==> src/rtl/hs_ram_arbiter.sv <==
// ---------------------------------------------------------------------------
// hs_ram_arbiter
//
// Shares the single-port work RAM between the Z80 CPU and the hiscore
// save/restore engine. A hiscore read/write intent halts the CPU through
// cpu_wait. Once the (synchronised) halt acknowledge has been stable for
// HOLD_WAIT further cycles, the RAM port is handed to the hiscore engine.
// When the intents drop, one DRAIN cycle with no write separates the hiscore
// ownership from the CPU regaining the port.
//
// Ports
//   clk_sys, reset_n          : system clock, asynchronous active-low reset
//   cpu_addr/din/we, cpu_dout : CPU side of the RAM port (cpu_dout = ram_dout)
//   cpu_wait                  : hold request to the CPU
//   cpu_halted                : CPU halt acknowledge (asynchronous, synchronised)
//   hs_address/data_in/write_enable, hs_read_intent, hs_write_intent
//                             : hiscore engine request side
//   hs_data_out               : registered RAM read data to the hiscore engine
//   hs_granted                : hiscore engine owns the RAM
//   hs_timeout                : sticky acknowledge-timeout flag
//   ram_addr/din/we, ram_dout : work-RAM port (ram_dout valid 1 cycle after addr)
// ---------------------------------------------------------------------------
module hs_ram_arbiter #(
  parameter int AW        = 11,
  parameter int DW        = 8,
  parameter int HOLD_WAIT = 4,
  parameter int TIMEOUT   = 255
) (
  input  logic          clk_sys,
  input  logic          reset_n,
  input  logic [AW-1:0] cpu_addr,
  input  logic [DW-1:0] cpu_din,
  input  logic          cpu_we,
  output logic [DW-1:0] cpu_dout,
  output logic          cpu_wait,
  input  logic          cpu_halted,
  input  logic [AW-1:0] hs_address,
  input  logic [DW-1:0] hs_data_in,
  input  logic          hs_write_enable,
  input  logic          hs_read_intent,
  input  logic          hs_write_intent,
  output logic [DW-1:0] hs_data_out,
  output logic          hs_granted,
  output logic          hs_timeout,
  output logic [AW-1:0] ram_addr,
  output logic [DW-1:0] ram_din,
  output logic          ram_we,
  input  logic [DW-1:0] ram_dout
);

  localparam logic [1:0] ST_CPU   = 2'd0;
  localparam logic [1:0] ST_HOLD  = 2'd1;
  localparam logic [1:0] ST_GRANT = 2'd2;
  localparam logic [1:0] ST_DRAIN = 2'd3;

  localparam logic [3:0] HOLD_WAIT_C = 4'(HOLD_WAIT);
  // The timeout counter starts at 0 on HOLD entry, so the last allowed
  // un-acknowledged HOLD cycle is TIMEOUT-1.
  localparam logic [7:0] TO_LAST_C   = 8'(TIMEOUT - 1);

  logic [1:0]    state_r;
  logic [1:0]    state_nxt_s;
  logic          sync1_r;
  logic          halted_q_r;
  logic [3:0]    wait_cnt_r;
  logic [3:0]    wait_cnt_nxt_s;
  logic [7:0]    to_cnt_r;
  logic [7:0]    to_cnt_nxt_s;
  logic          timeout_r;
  logic          timeout_nxt_s;
  logic [DW-1:0] data_out_r;
  logic          intent_s;

  assign intent_s = hs_read_intent | hs_write_intent;

  // Two-flop synchroniser for the asynchronous halt acknowledge.
  always_ff @(posedge clk_sys or negedge reset_n) begin
    if (!reset_n) begin
      sync1_r    <= 1'b0;
      halted_q_r <= 1'b0;
    end else begin
      sync1_r    <= cpu_halted;
      halted_q_r <= sync1_r;
    end
  end

  // Ownership FSM next-state, settle counter and timeout counter.
  always_comb begin
    state_nxt_s    = state_r;
    wait_cnt_nxt_s = wait_cnt_r;
    to_cnt_nxt_s   = to_cnt_r;
    timeout_nxt_s  = timeout_r;
    case (state_r)
      ST_CPU: begin
        // A timed-out engine is locked out until the next reset.
        if (intent_s && !timeout_r) begin
          state_nxt_s    = ST_HOLD;
          wait_cnt_nxt_s = 4'd0;
          to_cnt_nxt_s   = 8'd0;
        end else begin
          state_nxt_s = ST_CPU;
        end
      end
      ST_HOLD: begin
        if (!intent_s) begin
          state_nxt_s = ST_CPU;
        end else if (halted_q_r) begin
          if (wait_cnt_r == HOLD_WAIT_C) begin
            state_nxt_s = ST_GRANT;
          end else begin
            wait_cnt_nxt_s = wait_cnt_r + 4'd1;
          end
        end else if (to_cnt_r == TO_LAST_C) begin
          timeout_nxt_s = 1'b1;
          state_nxt_s   = ST_CPU;
        end else begin
          to_cnt_nxt_s = to_cnt_r + 8'd1;
        end
      end
      ST_GRANT: begin
        // Losing the acknowledge here does not revoke the grant.
        if (!intent_s) begin
          state_nxt_s = ST_DRAIN;
        end else begin
          state_nxt_s = ST_GRANT;
        end
      end
      ST_DRAIN: begin
        state_nxt_s = ST_CPU;
      end
      default: begin
        state_nxt_s = ST_CPU;
      end
    endcase
  end

  // State, counters and sticky timeout flag.
  always_ff @(posedge clk_sys or negedge reset_n) begin
    if (!reset_n) begin
      state_r    <= ST_CPU;
      wait_cnt_r <= 4'd0;
      to_cnt_r   <= 8'd0;
      timeout_r  <= 1'b0;
    end else begin
      state_r    <= state_nxt_s;
      wait_cnt_r <= wait_cnt_nxt_s;
      to_cnt_r   <= to_cnt_nxt_s;
      timeout_r  <= timeout_nxt_s;
    end
  end

  // Hiscore read data: captured every GRANT cycle, held otherwise.
  always_ff @(posedge clk_sys or negedge reset_n) begin
    if (!reset_n) begin
      data_out_r <= '0;
    end else if (state_r == ST_GRANT) begin
      data_out_r <= ram_dout;
    end else begin
      data_out_r <= data_out_r;
    end
  end

  // RAM port mux, selected by state only. HOLD keeps the CPU connected so
  // an in-flight CPU write still completes; DRAIN blocks all writes.
  always_comb begin
    ram_addr = cpu_addr;
    ram_din  = cpu_din;
    ram_we   = 1'b0;
    case (state_r)
      ST_CPU, ST_HOLD: begin
        ram_addr = cpu_addr;
        ram_din  = cpu_din;
        ram_we   = cpu_we;
      end
      ST_GRANT: begin
        ram_addr = hs_address;
        ram_din  = hs_data_in;
        ram_we   = hs_write_enable & hs_write_intent;
      end
      ST_DRAIN: begin
        ram_addr = cpu_addr;
        ram_din  = cpu_din;
        ram_we   = 1'b0;
      end
      default: begin
        ram_addr = cpu_addr;
        ram_din  = cpu_din;
        ram_we   = 1'b0;
      end
    endcase
  end

  assign cpu_dout    = ram_dout;
  assign cpu_wait    = (state_r != ST_CPU);
  assign hs_granted  = (state_r == ST_GRANT);
  assign hs_timeout  = timeout_r;
  assign hs_data_out = data_out_r;

endmodule

==> config.mk <==
export PLATFORM = sky130hd
export DESIGN_NAME = hs_ram_arbiter
export DESIGN_NICKNAME = d
export VERILOG_FILES = /design/src/rtl/hs_ram_arbiter.sv
export SDC_FILE = /design/constraint.sdc
export NUM_CORES = 1
export LEC_CHECK = 0
export ABC_AREA = 1
export BUFFER_PORTS_ARGS = -buffer_cell sky130_fd_sc_hd__buf_2
export CORE_ASPECT_RATIO = 0.75
export CORE_MARGIN = 4
export CORE_UTILIZATION = 45
export DETAILED_ROUTE_END_ITERATION = 16
export PLACE_DENSITY = 0.81
export REMOVE_ABC_BUFFERS = 1
export SLEW_MARGIN = 20
export SYNTH_ARGS = -nofsm -noshare
export SYNTH_HDL_FRONTEND = slang
export SYNTH_SLANG_ARGS = --single-unit
==> constraint.sdc <==
create_clock -name clk_sys -period 2.6 [get_ports clk_sys]
set_input_delay 0.26 -clock clk_sys [delete_from_list [all_inputs] [get_ports clk_sys]]
set_output_delay 0.26 -clock clk_sys [all_outputs]
set_load 0.02 [all_outputs]
==> run summary <==
sequential-to-total area share from yosys stat: 0.383
IR drop worst, VDD: 456 uV
largest net degree at the start of global routing: 30
Setup crit start kind: flip-flop
CTS H-tree depth: 1
final WL: 4100 um
placed cell areas: 2040 sq um
routability cong.: 0.830
Clk network pwr share: 0.131
via count: 1,686
Crit path top cell by count: inv_1
fmax: 479 MHz
Synth Warn #: 0
Final Cell Area: 2100 sq um
pwr dens: 825 nW/um^2
Worst path max stage delay: 0.58 ns
CTS Buffer Depth: 2
combinational share of power: 0.548
min cycle time layout: 2.09 ns
critical path type: reg -> out
worst r2r src: state_r[0]
Post-CTS Setup Bufs: 0
post-route clock period utilization: 0.803
leading area contributor after synthesis: dfrtp_1
final core occ: 0.620
die width: 77.6 um
hpwl dp: 3200 um
layout cells sized above 1: 0.335
Sequential Power Share: 0.320
Psw: 0.834 mW
worst-case reg-to-reg path depth: 7
Mapped Cells: 241
top cell type's share of synthesized area: 0.383
largest fanout on the critical path: 29
CP Capture Point: ram_we
Initial Util: 0.484
Final nets: 380
CTS tree: done
total track usage: 0.170
Worst-Skew Late Latency: 0.27 ns
Mean Syn Cell Area: 6.78 sq um
Buffers on Ports: 91
core area: 3380 sq um
drc violations: 0
crit end category: output port
DR iter-0 viols: 110
first-pass GRT wire length: 6330 um
worst slew pin tran: 0.792 ns
Final setup viols: 0
setup TNS: 0 ns
Antenna Cells: 0
Cell variety after synth: 24
CP startpoint: state_r[0]
Synth-to-Final Area Change: 28.3%
PnR Total Power: 1.73 mW
FF+latch count, synth: 25
cell-internal power: 0.896 mW
Layout Skew: 0.00252 ns
reg-to-reg endpoint: to_cnt_r[4]
num ports: 92
CTS buffer count: 3
most frequent cells in the layout: nand2_1, buf_2, dfrtp_1
Leakage: 1.24 nW
Final Hold Viols: 0
outcome: finished, final reports clean
Sw Share: 0.482
unrepaired setup endpoints after global routing: false
die area: 4670 sq um
Max stage delay cell, worst path: inv_1
Critical Path RT: 2.34 ns
initial antenna violation count: 0
drt pass-1 iters: 4
CTS clk-pin slew, worst paths: 0.08 ns
grt total ovfl: 0
Syn Std Cell Area: 1630 sq um
Root Driver: clkbuf_8
Final ANT Viol Nets: 0
post-DR wirelength/cell: 11.3 um
R2R Setup Slk: 0.93 ns
number of global-route vias before repair: 1,405
most common cell after layout, fill and taps aside: nand2_1
routed vias/inst: 4.66
max_cap viols: 0
FP Rows: 18
die extent in y: 60.2 um
CTS sink count: 25
Slew headroom: 0.472
final max-slew violation count: 0
Worst EP arrival: 1.83 ns
Worst Hold Class: in -> reg
critical-path cell list: inv_1 -> nand2_1 -> inv_1 -> nand3_1 -> o21ai_0 -> buf_2
synth top area cells: dfrtp_1, nand2_1, nand3_1
-- through the flow --
stage	hold WS [ns]	std cells	setup slack [ns]
final	0.0951	362	0.513
after global routing	0.0781	362	0.279
after CTS	0.0837	362	0.513
after detailed placement	0.285	357	0.817
after global placement	0.280	357	0.851
after floorplan	-0.0356	225	0.416
-- worst min path at each step --
stage	start	cells past startpoint	end	slack, ns
finish	cpu_halted	1	sync1_r	0.1
global route	cpu_halted	1	sync1_r	0.08
CTS	cpu_halted	1	sync1_r	0.08
detailed placement	reset_n	1	to_cnt_r[0]	0.28
global placement	reset_n	1	to_cnt_r[0]	0.28
floorplan	reset_n	0	asynchronous set/reset pin	-0.04
-- power by group through the flow --
stage,registers (mW),logic (mW),clock network (mW)
after floorplan,0.626,0.538,0
after global placement,0.558,0.937,0
after detailed placement,0.560,0.951,0
after CTS,0.555,0.955,0.238
after global routing,0.571,1.05,0.252
final,0.554,0.949,0.227
-- state kept, by name, summed over array words and instances (netlist names), named ones only --
register	cells
hs_data_out	8
to_cnt_r	8
wait_cnt_r	4
halted_q_r	1
hs_timeout	1
state_r	1
sync1_r	1
-- worst max-delay path, delay by kind of cell, from the launching register on --
kind | cells | cell delay [ns]
and+or+nand+nor | 2 | 0.19
buffers and inverters | 3 | 0.86
DFF | 1 | 0.41
AOI/OAI and AO/OA | 1 | 0.10
-- kinds of logic (layout without fill, tap and decap cells) --
kind of cell | count (synthesis) | after routing | share of synthesized area
buf+inv | 36 | 117 | 0.113
fa+ha+maj | 4 | 4 | 0.0306
compound gates | 12 | 12 | 0.0475
flops | 25 | 25 | 0.383
simple gates | 160 | 160 | 0.405
xor+xnor | 4 | 4 | 0.0214
-- cell type report --
cell class,instances,area [sq um]
clock buffers,4,45.0
fillers,316,1280
inverters,20,77.6
multi-input cells,180,825
flip-flops and latches,25,626
well taps,40,50.0
repair buffers,93,473
-- repair_timing --
action / CTS / global route
endpoints found under the setup margin: 0 / 0
resized for setup: 0 / 0
endpoints found under the hold margin: 25 / 0
hold buffers: 1 / 0
-- synth_stat cells, drive strengths merged --
cell type and n:
nand2 126, dfrtp 25, inv 20, nand3 17, nor2 15, buf 14, o21ai 10, ha 4
xor2 3, clkbuf 2, nand4 1, o2111ai 1, o21bai 1, or2 1, xnor2 1
-- per-layer routing --
metal / wire, um / GRT usage / up-vias / part of all wire
li1: - / - / 888 / -
met1: 1820 / 0.235 / 744 / 0.44
met2: 2030 / 0.263 / 50 / 0.49
met3: 215 / 0.0331 / 4 / 0.052
met4: 39 / 0.0660 / 0 / 0.0095
met5: 0 / 0 / - / 0
(Power assumes the default switching activity.)
